File: src/rtl/datapath_pipe.sv
// Pipelined register-file/ALU datapath: one command per cycle and a single-entry output stage.
// A result is visible the cycle after acceptance; it commits to the registers and flags when consumed.
module datapath_pipe #(
  parameter int WIDTH  = 8,
  parameter int ADDR_W = 4
) (
  input  logic              clk,
  input  logic              rst_n,
  input  logic              cmd_valid,
  output logic              cmd_ready,
  input  logic              mux_sel,
  input  logic              write_enable,
  input  logic [WIDTH-1:0]  input_data,
  input  logic [ADDR_W-1:0] dst_sel,
  input  logic [ADDR_W-1:0] a_sel,
  input  logic [ADDR_W-1:0] b_sel,
  input  logic [3:0]        op_sel,
  output logic              res_valid,
  input  logic              res_ready,
  output logic [WIDTH-1:0]  res_data,
  output logic [ADDR_W-1:0] res_dst,
  output logic              flag_z,
  output logic              flag_c,
  output logic              flag_n
);

  localparam int DEPTH = 2 ** ADDR_W;

  logic [WIDTH-1:0]  regs_q [DEPTH];
  logic [WIDTH-1:0]  regs_d [DEPTH];
  logic              res_valid_q, res_valid_d;
  logic [WIDTH-1:0]  res_data_q, res_data_d;
  logic [ADDR_W-1:0] res_dst_q, res_dst_d;
  logic              res_we_q, res_we_d;
  logic              pend_z_q, pend_z_d;
  logic              pend_c_q, pend_c_d;
  logic              pend_n_q, pend_n_d;
  logic              flag_z_q, flag_z_d;
  logic              flag_c_q, flag_c_d;
  logic              flag_n_q, flag_n_d;

  logic              accept, drain;
  logic              fwd_a, fwd_b, c_in;
  logic [WIDTH-1:0]  opa, opb, alu_res, x_res;
  logic [WIDTH:0]    sum;
  logic              alu_c, x_c, x_z, x_n;

  assign cmd_ready = !res_valid_q || res_ready;
  assign accept    = cmd_valid && cmd_ready;
  assign drain     = res_valid_q && res_ready;

  // The W entry is the newest value of its destination, so it overrides the register file.
  assign fwd_a = res_valid_q && res_we_q && (res_dst_q == a_sel);
  assign fwd_b = res_valid_q && res_we_q && (res_dst_q == b_sel);
  assign opa   = fwd_a ? res_data_q : regs_q[a_sel];
  assign opb   = fwd_b ? res_data_q : regs_q[b_sel];
  assign c_in  = res_valid_q ? pend_c_q : flag_c_q;

  always_comb begin
    alu_res = '0;
    alu_c   = 1'b0;
    sum     = '0;
    case (op_sel)
      4'd0: begin
        sum     = {1'b0, opa} + {1'b0, opb};
        alu_res = sum[WIDTH-1:0];
        alu_c   = sum[WIDTH];
      end
      4'd1: begin
        alu_res = opa - opb;
        alu_c   = (opa < opb);
      end
      4'd2: alu_res = opa & opb;
      4'd3: alu_res = opa | opb;
      4'd4: alu_res = opa ^ opb;
      4'd5: alu_res = ~opa;
      4'd6: begin
        alu_res = {opa[WIDTH-2:0], 1'b0};
        alu_c   = opa[WIDTH-1];
      end
      4'd7: begin
        alu_res = {1'b0, opa[WIDTH-1:1]};
        alu_c   = opa[0];
      end
      4'd8: alu_res = opa;
      4'd9: alu_res = opb;
      4'd10: begin
        sum     = {1'b0, opa} + {1'b0, opb} + {{WIDTH{1'b0}}, c_in};
        alu_res = sum[WIDTH-1:0];
        alu_c   = sum[WIDTH];
      end
      default: ;
    endcase
  end

  always_comb begin
    x_res = mux_sel ? input_data : alu_res;
    x_c   = mux_sel ? 1'b0 : alu_c;
    x_z   = (x_res == '0);
    x_n   = x_res[WIDTH-1];
  end

  always_comb begin
    res_valid_d = res_valid_q;
    res_data_d  = res_data_q;
    res_dst_d   = res_dst_q;
    res_we_d    = res_we_q;
    pend_z_d    = pend_z_q;
    pend_c_d    = pend_c_q;
    pend_n_d    = pend_n_q;
    flag_z_d    = flag_z_q;
    flag_c_d    = flag_c_q;
    flag_n_d    = flag_n_q;
    regs_d      = regs_q;
    if (drain) begin
      res_valid_d = 1'b0;
      flag_z_d    = pend_z_q;
      flag_c_d    = pend_c_q;
      flag_n_d    = pend_n_q;
      if (res_we_q) regs_d[res_dst_q] = res_data_q;
    end
    if (accept) begin
      res_valid_d = 1'b1;
      res_data_d  = x_res;
      res_dst_d   = dst_sel;
      res_we_d    = write_enable;
      pend_z_d    = x_z;
      pend_c_d    = x_c;
      pend_n_d    = x_n;
    end
  end

  always_ff @(posedge clk or negedge rst_n) begin
    if (!rst_n) begin
      res_valid_q <= 1'b0;
      res_data_q  <= '0;
      res_dst_q   <= '0;
      res_we_q    <= 1'b0;
      pend_z_q    <= 1'b0;
      pend_c_q    <= 1'b0;
      pend_n_q    <= 1'b0;
      flag_z_q    <= 1'b0;
      flag_c_q    <= 1'b0;
      flag_n_q    <= 1'b0;
      for (int i = 0; i < DEPTH; i++) regs_q[i] <= '0;
    end else begin
      res_valid_q <= res_valid_d;
      res_data_q  <= res_data_d;
      res_dst_q   <= res_dst_d;
      res_we_q    <= res_we_d;
      pend_z_q    <= pend_z_d;
      pend_c_q    <= pend_c_d;
      pend_n_q    <= pend_n_d;
      flag_z_q    <= flag_z_d;
      flag_c_q    <= flag_c_d;
      flag_n_q    <= flag_n_d;
      for (int i = 0; i < DEPTH; i++) regs_q[i] <= regs_d[i];
    end
  end

  assign res_valid = res_valid_q;
  assign res_data  = res_data_q;
  assign res_dst   = res_dst_q;
  assign flag_z    = flag_z_q;
  assign flag_c    = flag_c_q;
  assign flag_n    = flag_n_q;

endmodule

File: config.mk
export PLATFORM = sky130hd
export DESIGN_NAME = datapath_pipe
export DESIGN_NICKNAME = d
export VERILOG_FILES = /design/src/rtl/datapath_pipe.sv
export SDC_FILE = /design/constraint.sdc
export NUM_CORES = 1
export LEC_CHECK = 0
export CORE_MARGIN = 2
export CORE_UTILIZATION = 52
export DETAILED_ROUTE_END_ITERATION = 7
export PLACE_DENSITY = 0.7
export REMOVE_ABC_BUFFERS = 1
export SKIP_LAST_GASP = 1
export SLEW_MARGIN = 20
export SYNTH_ARGS = -nofsm -noshare
export SYNTH_HDL_FRONTEND = slang
export SYNTH_SLANG_ARGS = --single-unit
File: constraint.sdc
create_clock -name clk -period 5.1 [get_ports clk]
set_input_delay 1.02 -clock clk [delete_from_list [all_inputs] [get_ports clk]]
set_output_delay 1.02 -clock clk [all_outputs]
set_load 0.02 [all_outputs]
Word level (Yosys, flattened, before mapping)
Index checks and enable logic that the tools add are counted.
{"block": "word_totals", "ff_bits": 148, "inputBits": 30, "elab_cells": 83}
{"block": "classes", "n_addsub": 3, "order_cmp": 5, "eq_ne": 12, "mux": 18, "n_bitwise": 7, "n_reduce_logical": 12}
{"cell": "$bwmux W128", "count": 1}
{"cell": "$pmux W8 S11", "count": 1}
{"cell": "$bmux W8 S4", "count": 2}
{"cell": "$mux W8", "count": 8}
{"cell": "$demux W8 S4", "count": 1}
{"cell": "$eq A4 B3 Y1 const B", "count": 4}
{"cell": "$ge A5 B5 Y1 const B", "count": 3}
{"cell": "$not A4 Y5", "count": 3}
{"cell": "$eq A4 B4 Y1 const B", "count": 3}
{"cell": "$add A8 B8 Y9", "count": 1}
{"cell": "$add A9 B1 Y9", "count": 1}
{"cell": "$and A8 B8 Y8", "count": 1}
{"cell": "$eq A4 B2 Y1 const B", "count": 2}
{"cell": "$eq A4 B4 Y1", "count": 2}
{"cell": "$logic_not A8 Y1", "count": 1}
{"cell": "$lt A8 B8 Y1", "count": 1}
{"cell": "$not A8 Y8", "count": 1}
{"cell": "$or A8 B8 Y8", "count": 1}
{"cell": "$sub A8 B8 Y8", "count": 1}
{"cell": "$xor A8 B8 Y8", "count": 1}
{"cell": "$logic_and A1 B1 Y1", "count": 6}
{"cell": "$lt A5 B1 Y1 const B", "count": 1}
{"cell": "$pmux W1 S5", "count": 1}
{"cell": "$eq A4 B1 Y1 const B", "count": 1}
{"cell": "other kinds (6)", "count": 9}

Longest topological paths before layout
Gate-level depths: netlist of the first run.
{"block": "depth", "word_depth": 10, "mapped_depth": 19}

Worst setup path after synthesis of the first run
OpenSTA, ideal clock, no wires.
{"block": "synth_timing", "kind": "input port to flip-flop", "from": "input b_sel[3]", "to": "register pend_z_q", "setup_ns": 0.103, "arrival_ns": 5.197, "t_required_ns": 4.997, "setup_slack_ns": -0.200, "cell_stages": 16, "cell_sequence": "clkbuf_1 clkbuf_1 mux4_2 mux4_2 mux2i_1 inv_1 ha_1 fa_1 ha_1 a221oi_2 nand3_1 a221o_1 o41ai_2 nand3_1 or3_1 o41ai_2"}
{"block": "synth_via", "elab_chain_len": 10}
{"item": "start: declaration", "line_no": "16", "rtl": "input logic [ADDR_W-1:0] b_sel,"}
{"item": "$not A4 Y5 (not written as such)", "line_no": "56", "rtl": "assign opb = fwd_b ? res_data_q : regs_q[b_sel];"}
{"item": "$bmux W8 S4", "line_no": "56"}
{"item": "$mux W8 (not written as such) (2 in a row)", "line_no": "56"}
{"item": "$mux W8 (*)", "line_no": "56"}
{"item": "$add A8 B8 Y9", "line_no": "65, 88"}
{"item": "$add A9 B1 Y9", "line_no": "88", "rtl": "sum = {1'b0, opa} + {1'b0, opb} + {{WIDTH{1'b0}}, c_in};"}
{"item": "$pmux W8 S11 (*)", "line_no": "63", "rtl": "case (op_sel)"}
{"item": "$mux W8 (*)", "line_no": "97", "rtl": "x_res = mux_sel ? input_data : alu_res;"}
{"item": "$logic_not A8 Y1 (*)", "line_no": "99", "rtl": "x_z = (x_res == '0);"}
{"item": "end signal: assignment", "line_no": "151", "rtl": "pend_z_q <= pend_z_d;"}
{"item": "end: declaration", "line_no": "35", "rtl": "logic pend_z_q, pend_z_d;"}
Mark *: on every way between the ends. The rest lies on a longest branch, timed or not. The select of a mux whose other input is x is not followed.
A chain may end at the register's enable or synchronous reset.

Worst setup path in the final report of the first run
Same ends and word-level chain as after synthesis.

==> results of run 1 <==
## worst max path at each step
stage / startpoint / to / cells after the start
2_1_floorplan: a_sel[1] / pend_z_q / 15
3_3_place_gp: b_sel[3] / pend_z_q / 15
3_5_place_dp: b_sel[3] / pend_z_q / 15
4_1_cts: b_sel[1] / pend_z_q / 18
5_1_grt: b_sel[0] / pend_z_q / 15
6_report: b_sel[3] / pend_z_q / 15
## worst reg2reg max path, stage by stage, from the launching register on
cell	delay (ns)
sky130_fd_sc_hd__dfrtp_1	0.43
sky130_fd_sc_hd__mux4_2	0.47
sky130_fd_sc_hd__mux4_2	0.53
sky130_fd_sc_hd__mux2i_2	0.22
sky130_fd_sc_hd__inv_1	0.09
sky130_fd_sc_hd__ha_2	0.19
sky130_fd_sc_hd__fa_1	0.47
sky130_fd_sc_hd__ha_1	0.31
sky130_fd_sc_hd__a221oi_2	0.24
sky130_fd_sc_hd__nand3_1	0.13
sky130_fd_sc_hd__a221o_1	0.32
sky130_fd_sc_hd__o41ai_4	0.39
sky130_fd_sc_hd__nand3_1	0.10
sky130_fd_sc_hd__or3_1	0.32
sky130_fd_sc_hd__o41ai_2	0.27
## cells in the mapped netlist (3+ instances only)
master / count
sky130_fd_sc_hd__a221oi_1: 8
sky130_fd_sc_hd__nor2b_1: 10
sky130_fd_sc_hd__mux2_2: 135
sky130_fd_sc_hd__o31ai_1: 5
sky130_fd_sc_hd__a32oi_1: 3
sky130_fd_sc_hd__clkbuf_1: 36
sky130_fd_sc_hd__buf_2: 12
sky130_fd_sc_hd__nand3_1: 29
sky130_fd_sc_hd__and3_1: 6
sky130_fd_sc_hd__nor2_1: 39
sky130_fd_sc_hd__mux4_1: 5
sky130_fd_sc_hd__nand3b_1: 3
sky130_fd_sc_hd__a2bb2oi_1: 4
sky130_fd_sc_hd__and2_1: 5
sky130_fd_sc_hd__a221o_1: 3
sky130_fd_sc_hd__buf_6: 7
sky130_fd_sc_hd__dfrtp_1: 147
sky130_fd_sc_hd__a31oi_1: 6
sky130_fd_sc_hd__o22ai_1: 7
sky130_fd_sc_hd__a21oi_1: 24
sky130_fd_sc_hd__inv_1: 29
sky130_fd_sc_hd__o221ai_1: 3
sky130_fd_sc_hd__or3_1: 5
sky130_fd_sc_hd__a22oi_1: 14
sky130_fd_sc_hd__mux4_2: 62
sky130_fd_sc_hd__xor2_1: 8
sky130_fd_sc_hd__a211oi_1: 6
sky130_fd_sc_hd__nand2_1: 63
sky130_fd_sc_hd__nand2b_1: 10
sky130_fd_sc_hd__buf_4: 3
sky130_fd_sc_hd__o21ai_0: 27
sky130_fd_sc_hd__o2111ai_1: 3
sky130_fd_sc_hd__a21o_1: 3
sky130_fd_sc_hd__xnor2_1: 12
sky130_fd_sc_hd__ha_1: 26
sky130_fd_sc_hd__mux2i_1: 30
sky130_fd_sc_hd__o211ai_1: 3
sky130_fd_sc_hd__nor3_1: 10
## timing repair
action | CTS | global route
pin swaps | 0 | 7
gates resized for setup | 3 | 31
endpoints found under the setup margin | 2 | 5
setup buffers | 0 | 1
## state kept, by name, summed over array words and instances, names as in the netlist
| register | count |
|---|---|
| res_we_q | 1 |
| flag_n | 1 |
| res_dst | 4 |
| flag_z | 1 |
| res_data | 8 |
| flag_c | 1 |
| pend_z_q | 1 |
| res_valid | 1 |
| pend_c_q | 1 |
| regs_q | 128 |
## metal layers
metal | global-route usage | vias up | wire [µm]
met2 | 0.5319 | 469 | 15400
met3 | 0.06673 | 116 | 2481
met1 | 0.4137 | 4203 | 12220
li1 | - | 3581 | -
met5 | 0 | - | 0
met4 | 0.1527 | 0 | 1535
## logic make-up after synthesis
logic type,count (synthesis),share of synthesized area
mux,233,0.3342
simple gates,197,0.09558
compound gates,148,0.1065
flops,147,0.3659
buf+inv,91,0.04182
fa+ha+maj,28,0.03634
xor+xnor,21,0.01966
## cell type report
cell class | count | area share
Multi-Input combinational cell | 627 | 0.4899
Sequential cell | 147 | 0.2968
Timing Repair Buffer | 191 | 0.1278
Clock buffer | 17 | 0.03432
Tap cell | 260 | 0.02624
Clock inverter | 15 | 0.01565
Inverter | 31 | 0.009387
## report_power, final
part	internal (µW)	switching (µW)	leakage (µW)	total, µW
clock network	747	568	0.000302	1320
registers	1430	262	0.00198	1700
logic	1060	909	0.00339	1970
## through the flow
stage / setup slack [ns] / TNS (ns) / total power [µW] / hold WS, ns
floorplan: 0.1760 / 0 / 2715 / 0.4441
global placement: -0.4468 / -1.922 / 3529 / 0.4761
detailed placement: -0.6153 / -2.824 / 3584 / 0.4892
CTS: 0.004753 / 0 / 4922 / 0.4791
global route: 0.01233 / 0 / 5213 / 0.4961
finish: 0.1587 / 0 / 4977 / 0.4683
==> impl.org, run 1 <==
** Yosys
- Area fraction of the dominant cell type after synthesis :: 0.3659
- Register bit count reported by yosys :: 147
- Combined area of all synthesized cells :: between 0.01 and 0.015 mm²
- Number of library cell types mapped by synthesis :: 77
- Most area-consuming cells after synthesis :: sky130_fd_sc_hd__dfrtp_1, sky130_fd_sc_hd__mux2_2, sky130_fd_sc_hd__mux4_2, sky130_fd_sc_hd__ha_1, sky130_fd_sc_hd__mux2i_1
- Post-Syn Area per Cell :: 11.62 µm²
- Counting flops with a built-in enable in the synthesized netlist gives 0.
- Counting flops with an async set or reset pin after synthesis yields a share of 1.000.
- During synthesis, Yosys emitted a total of 0 warnings.
- Sequential area share after synthesis :: 0.3659
- Most used DFF post-synth :: sky130_fd_sc_hd__dfrtp_1
- Most area-hungry cell type in the Yosys netlist :: sky130_fd_sc_hd__dfrtp_1
- Gate count of the mapped netlist :: 865

** Clock network
- Bufs on Longest Clock Path :: 2
- After clock tree synthesis, the clock-pin slew on the worst setup and hold paths is 0.07 ns.
- The clock reaches the later pin of the worst-skew pair after 0.44 ns.
- The number of hold buffers added after CTS was 0.
- TritonCTS built the clock tree.
- Clk sinks :: 147
- CTS Buf Count :: 17
- The H-tree was split into 4 levels.
- Clock tree synthesis selected as its root buffer the cell sky130_fd_sc_hd__clkbuf_16.

** Min path
- Worst min-delay path class :: in2async

** Timing
- The number of max-slew violations in the final report was 0.
- Number of failing setup endpoints in the final timing report :: 0
- Worst slew margin relative to its limit :: 0.2019
- Counting I/O delays and the setup requirement, the final critical path takes a little under 5 ns.
- Fin Clk Skew :: 0.01771 ns
- Static timing analysis puts the maximum clock frequency at 202.4 MHz.
- Setup repair after global routing missed its margin :: no
- Dividing the final minimum period by the clock period gives 0.9689.
- Tightest Pin Transition :: 1.193 ns
- The final hold violation count came to 0.

** Pwr
- Across the VDD grid, the largest voltage drop is 259.4 µV.
- Power per Cell Area :: about 400 mW/mm²
- The analysis attributes to cell leakage a power of 0.005673 µW.

** Global routing
- Largest net degree at the start of global routing :: 57
- Wire length of the first global-routing pass :: slightly below 50 mm
- The number of antenna violations at the first check in global routing came to 0.
- Global routing finished with a remaining overflow of 0.
- The number of global-route vias before repair was 8582.
- Total global-route track usage :: 0.3242

** Setup path
- The worst register-to-register path ends at pend_z_q.
- The largest individual stage delay along the critical path comes from the cell sky130_fd_sc_hd__mux4_2.
- The kind of cell with the highest combined delay along the critical path is compound AO/OA/AOI/OAI gates.
- STA classifies the critical path endpoint as a flop.
- Flop-to-flop setup slack :: 0.54 ns
- STA classifies the critical path startpoint as an input pin.
- Worst path max stage delay :: around 0.54 ns
- In this run the worst path has a maximum fanout of 6.
- Sum of buffers and inverters on the critical path :: 2
- Endpoint required time on the critical path :: 5.44 ns
- Crit-path cells :: clkdlybuf4s15_1, mux4_2, mux4_2, mux2i_2, inv_1, ha_2, fa_1, ha_1, a221oi_2, nand3_1, a221o_1, o41ai_4, nand3_1, or3_1, o41ai_2
- Counting cells, the worst reg-to-reg path comes to 14.
- The critical path in this run is classified as in2reg.
- Arr. time, crit path :: 5.28 ns
- The worst register-to-register path begins at regs_q[72].

** Cells and area
- At the end of the flow, the number of nets in the layout was 1073.
- Footprint of the flip-flops and latches :: between 0.003 and 0.004 mm²
- Leaving out fill and tap cells, the most frequent cell in the layout is sky130_fd_sc_hd__dfrtp_1.
- With fillers left out, the area of the finished cells amounts to 0.01240 mm².
- Summing all multi-input logic gate instances after layout gives 0.006072 mm².
- Counting the fill cells in the layout gives 1448.
- Final std cells w/o fill :: ~1300
- Area Growth Syn to Fin :: 23.30%
- 0 antenna diodes ended up in the layout.
- Leading cell types in the layout, fill and taps excluded :: sky130_fd_sc_hd__dfrtp_1, sky130_fd_sc_hd__buf_4, sky130_fd_sc_hd__mux2_2, sky130_fd_sc_hd__nand2_1, sky130_fd_sc_hd__mux4_2
- Core utilization of the finished layout :: 0.6583
- In the final layout, the share of cells above drive strength 1 is 0.4066.

** Place
- Port buffering added 46 buffers.
- Including well taps, the total number of placed cells is 1255.
- Routability-driven placement finished with a final weighted congestion of 0.9370.
- Post-DP HPWL :: between 20 and 25 mm
- Once placement finished, the instance area stood at about 0.012 mm².

** Floorplanning
- Placeable core region :: 0.01883 mm²
- # rows :: 50
- Initial core utilization :: 0.5339
- In this run the horizontal extent of the chip is 143.0 µm.
- Num ports :: 47
- Die outline height :: between 100 and 150 µm
- The die covers 0.02046 mm².

** Run
- Number of violations of the max-capacitance limit :: 0

** Routing
- The first detailed-routing pass ran for 5 iterations.
- In this run, the number of DRC markers left after iteration 0 of detailed routing was just under 700.
- Mean routed wirelength per cell :: 24.56 µm
- In the routed layout, each cell is associated on average with a via count of roughly 6.5.
- Residual DRC count :: 0
- Antenna-violating nets left :: 0
- Number of vias in the routed layout :: 8369
- Total Wirelength :: around 32 mm

** Status
- The run finished with clean final reports.
No activity file was read; power rests on OpenSTA's default activity.
==> run 2: changes to the inputs <==
--- a/config.mk
+++ b/config.mk
@@ -8,7 +8,7 @@
 export CORE_MARGIN = 2
 export CORE_UTILIZATION = 52
 export DETAILED_ROUTE_END_ITERATION = 7
-export PLACE_DENSITY = 0.7
+export PLACE_DENSITY = 0.75
 export REMOVE_ABC_BUFFERS = 1
 export SKIP_LAST_GASP = 1
 export SLEW_MARGIN = 20
==> run 2 against run 1 <==
Cell area up 0.91%. Sequential cell count stayed put. Die area unchanged. Worst setup slack worse by 0.093 ns. Largest power group unchanged. Critical path type unchanged.
==> impl.org, run 2 (synthesized netlist as in run 1, its figures left out) <==
** Pwr
- Switching Fraction :: 0.3406
- In this run the power density over the cells is 398.5 mW/mm².
- VDD sags by at most about 290 µV.
- Overall power consumption after layout is estimated at 4985 µW.
- Lkg Pwr :: 0.005763 µW
- Pint :: around 3300 µW
- In this run the power spent charging and discharging nets is roughly 1700 µW.
- Relative contribution of the clock network to total power :: 0.259
- Combinational group share of total power :: 0.394
- Of the total power, registers draw 0.347.

** Routing
- The first detailed-routing pass took 5 iterations.
- In the routed layout, each cell is associated on average with a via count of 6.515.
- After the first detailed-routing iteration, the DRC count stood at 959.
- In this run the remaining antenna-violating nets after routing total 0.
- The final layout contains routed wiring with a total length of 31.58 mm.
- Number of vias in the routed layout :: 8482
- After detailed routing, the average wire length per cell comes to 24.26 µm.
- In the routed design, unresolved DRC markers number 0.

** Setup path
- Endpoint required time on the critical path :: ~5.4 ns
- Measured in cells, the most critical reg-to-reg path has a length of 27.
- The startpoint identified for the worst register-to-register timing path is regs_q[88].
- Arr. time, crit path :: between 5 and 6 ns
- The critical path starts at a_sel[1].
- Capture point of the critical path :: pend_c_q
- Setup Crit Path Kind :: in2reg
- Reg2reg end :: pend_c_q
- For this run, the slowest stage of the critical path takes 0.51 ns.
- On the critical path, the stage with the largest delay is an instance of sky130_fd_sc_hd__mux4_2.
- Capturing element type of the critical path :: flop
- The worst setup path is launched from an input pin.
- Setup slack on the worst reg-to-reg path comes out at ~0.45 ns.
- Crit-path max FO :: 6
- Counting stages on the worst path, the most repeated cell is sky130_fd_sc_hd__buf_4.

** Run
- Max-cap violations in this run came to 0.

** Status
- Outcome :: finished clean

** Floorplanning
- Placeable core region :: approximately 0.019 mm²
- The floorplan has 50 rows.
- The floorplan step set the die width to between 100 and 150 µm.
- For this design the top-level I/O count stands at 47.
- The initial utilization of the core area, before any placement, comes to 0.5339.
- Die outline height :: 143.0 µm
- DIE AREA :: roughly 0.020 mm²

** Cells and area
- Leaving out fill and tap cells, the most frequent cell in the layout is sky130_fd_sc_hd__buf_4.
- The layout has 1407 filler cells.
- regs_q holds more flip-flops than any other register.
- The repair_antennas step left the layout with diodes totalling 0.
- The final layout contains 1087 nets.
- Registers take roughly 0.0037 mm².
- The top cell types in the final layout, fill and taps aside, are sky130_fd_sc_hd__buf_4, sky130_fd_sc_hd__dfrtp_1, sky130_fd_sc_hd__mux2_2, sky130_fd_sc_hd__mux4_2, sky130_fd_sc_hd__nand2_1.
- Compared with the post-synthesis result, the final layout area differs by 24.42%.
- Once layout is complete, the cells apart from fillers number 1302.
- Max reg flops :: approximately 130
- Area of combinational cells with multiple inputs :: approximately 0.006 mm²
- Fraction of layout instances using a drive strength above 1 :: 0.4146
- The finished cells cover around 0.013 mm².

** Clock network
- Bufs on Longest Clock Path :: 2
- TritonCTS built the clock tree.
- CTS saw 147 sinks.
- The number of clock buffers added by TritonCTS is 17.
- Clock-pin slew was measured on the worst setup and hold paths at 0.06 ns.
- The later pin in the worst-skew pair is clocked with a latency of 0.44 ns.
- Clock H-tree levels :: 4
- CTS root buffer :: sky130_fd_sc_hd__clkbuf_16

** Timing
- Worst hold margin :: between 0.4 and 0.5 ns
- Setup repair after global routing missed its margin :: yes
- Final hold violation count :: 0
- Worst slew margin relative to its limit :: 0.2016
- Across the routed clock network, the largest skew measured is 0.008288 ns.
- Max Transition Viols Final :: 0
- Fraction of the cycle the final worst path needs :: 0.9871
- Worst setup slack after layout :: between 0.06 and 0.07 ns
- At the pin with the least slew margin, the transition time is between 1 and 1.5 ns.
- Static timing analysis puts the maximum clock frequency at between 150 and 200 MHz.
- Number of failing setup endpoints in the final timing report :: 0
- The routed design could run at a clock period as short as about 5 ns.

** Global routing
- The first global-routing pass estimated 48.61 mm of wire.
- After global routing the overflow that remains totals 0.
- The number of global-route vias before repair is 8567.
- The global routing stage identified its most utilized layer as met2.
- For met2 alone, demand over resource in global routing was 0.5132.
- In the global route stage, met1 resource usage came out at 0.4063.
- Antenna violations before repair :: 0
- Total global-route track usage :: 0.3176
- Met3 Use GR :: 0.06506
- Largest net degree at the start of global routing :: 67

** Place
- Setup WS pre-CTS :: -0.7647 ns
- Area of placed instances :: 0.01156 mm²
- Buffers placed on the I/O ports in this run total 46.
- Final RePlAce weighted congestion :: 0.9659
- Post-DP HPWL :: 21.78 mm
- Including well taps, the total number of placed cells is 1243.

** Min path
- Worst min-delay path class :: in2async
run 2: cell count changes in the layout (fill, tap and decap cells not counted), moves of 3 or more:
| cell | delta |
|---|---|
| sky130_fd_sc_hd__inv_8 | -4 |
| sky130_fd_sc_hd__clkbuf_8 | +4 |
| sky130_fd_sc_hd__mux2i_2 | -4 |
| sky130_fd_sc_hd__mux2i_1 | +3 |
| sky130_fd_sc_hd__buf_4 | +10 |
run 2: power groups by stage:
stage                     clock network, µW  registers, µW  logic (µW)
after floorplan                           0           1650        1060
after global placement                    0           1700        1770
after detailed placement                  0           1710        1810
after CTS                              1290           1710        1900
after global routing                   1350           1760        2100
final                                  1290           1730        1960
run 2: critical path, delay by kind of cell:
kind,cells,cell delay (ns)
compound gates,4,0.73
buf+inv,22,2.56
mux,3,1.00
run 2: routing by layer:
metal  wire [µm]  up-vias
met5           0        -
met4        1595        0
met3        2640      120
met2       15240      520
met1       12100     4224
li1            -     3618
run 2: what timing repair did:
action	in CTS	in global routing
pin swaps	12	10
hold buffers	0	0
endpoints found under the setup margin	5	6
cloned	0	1
gates resized for setup	12	25
buffers inserted	23	3
run 2: metrics by stage:
step           setup TNS, ns    util
3_5_place_dp          -4.566  0.6137
6_report                   0  0.6643
4_1_cts                    0  0.6569
3_3_place_gp          -3.744  0.6134
5_1_grt             -0.06245  0.6643
2_1_floorplan              0       -
run 2: how the worst min path moves through the flow:
stage / startpoint / endpoint / slack (ns) / cells after the start
after global placement: regs_q[6] / regs_q[6] / 0.47 / 2
final: rst_n / regs_q[39] / 0.45 / 1
after floorplan: pend_z_q / pend_z_q / 0.44 / 2
after CTS: rst_n / regs_q[23] / 0.45 / 1
after global routing: rst_n / regs_q[15] / 0.47 / 1
after detailed placement: flag_z / flag_z / 0.49 / 1
run 2: cell type report:
type | instances | share of cell area
repair buffers | 205 | 0.1361
well taps | 260 | 0.02601
flip-flops and latches | 147 | 0.2941
clock inverters | 10 | 0.009703
multi-input cells | 627 | 0.4860
clock buffers | 22 | 0.03871
inverters | 31 | 0.009303
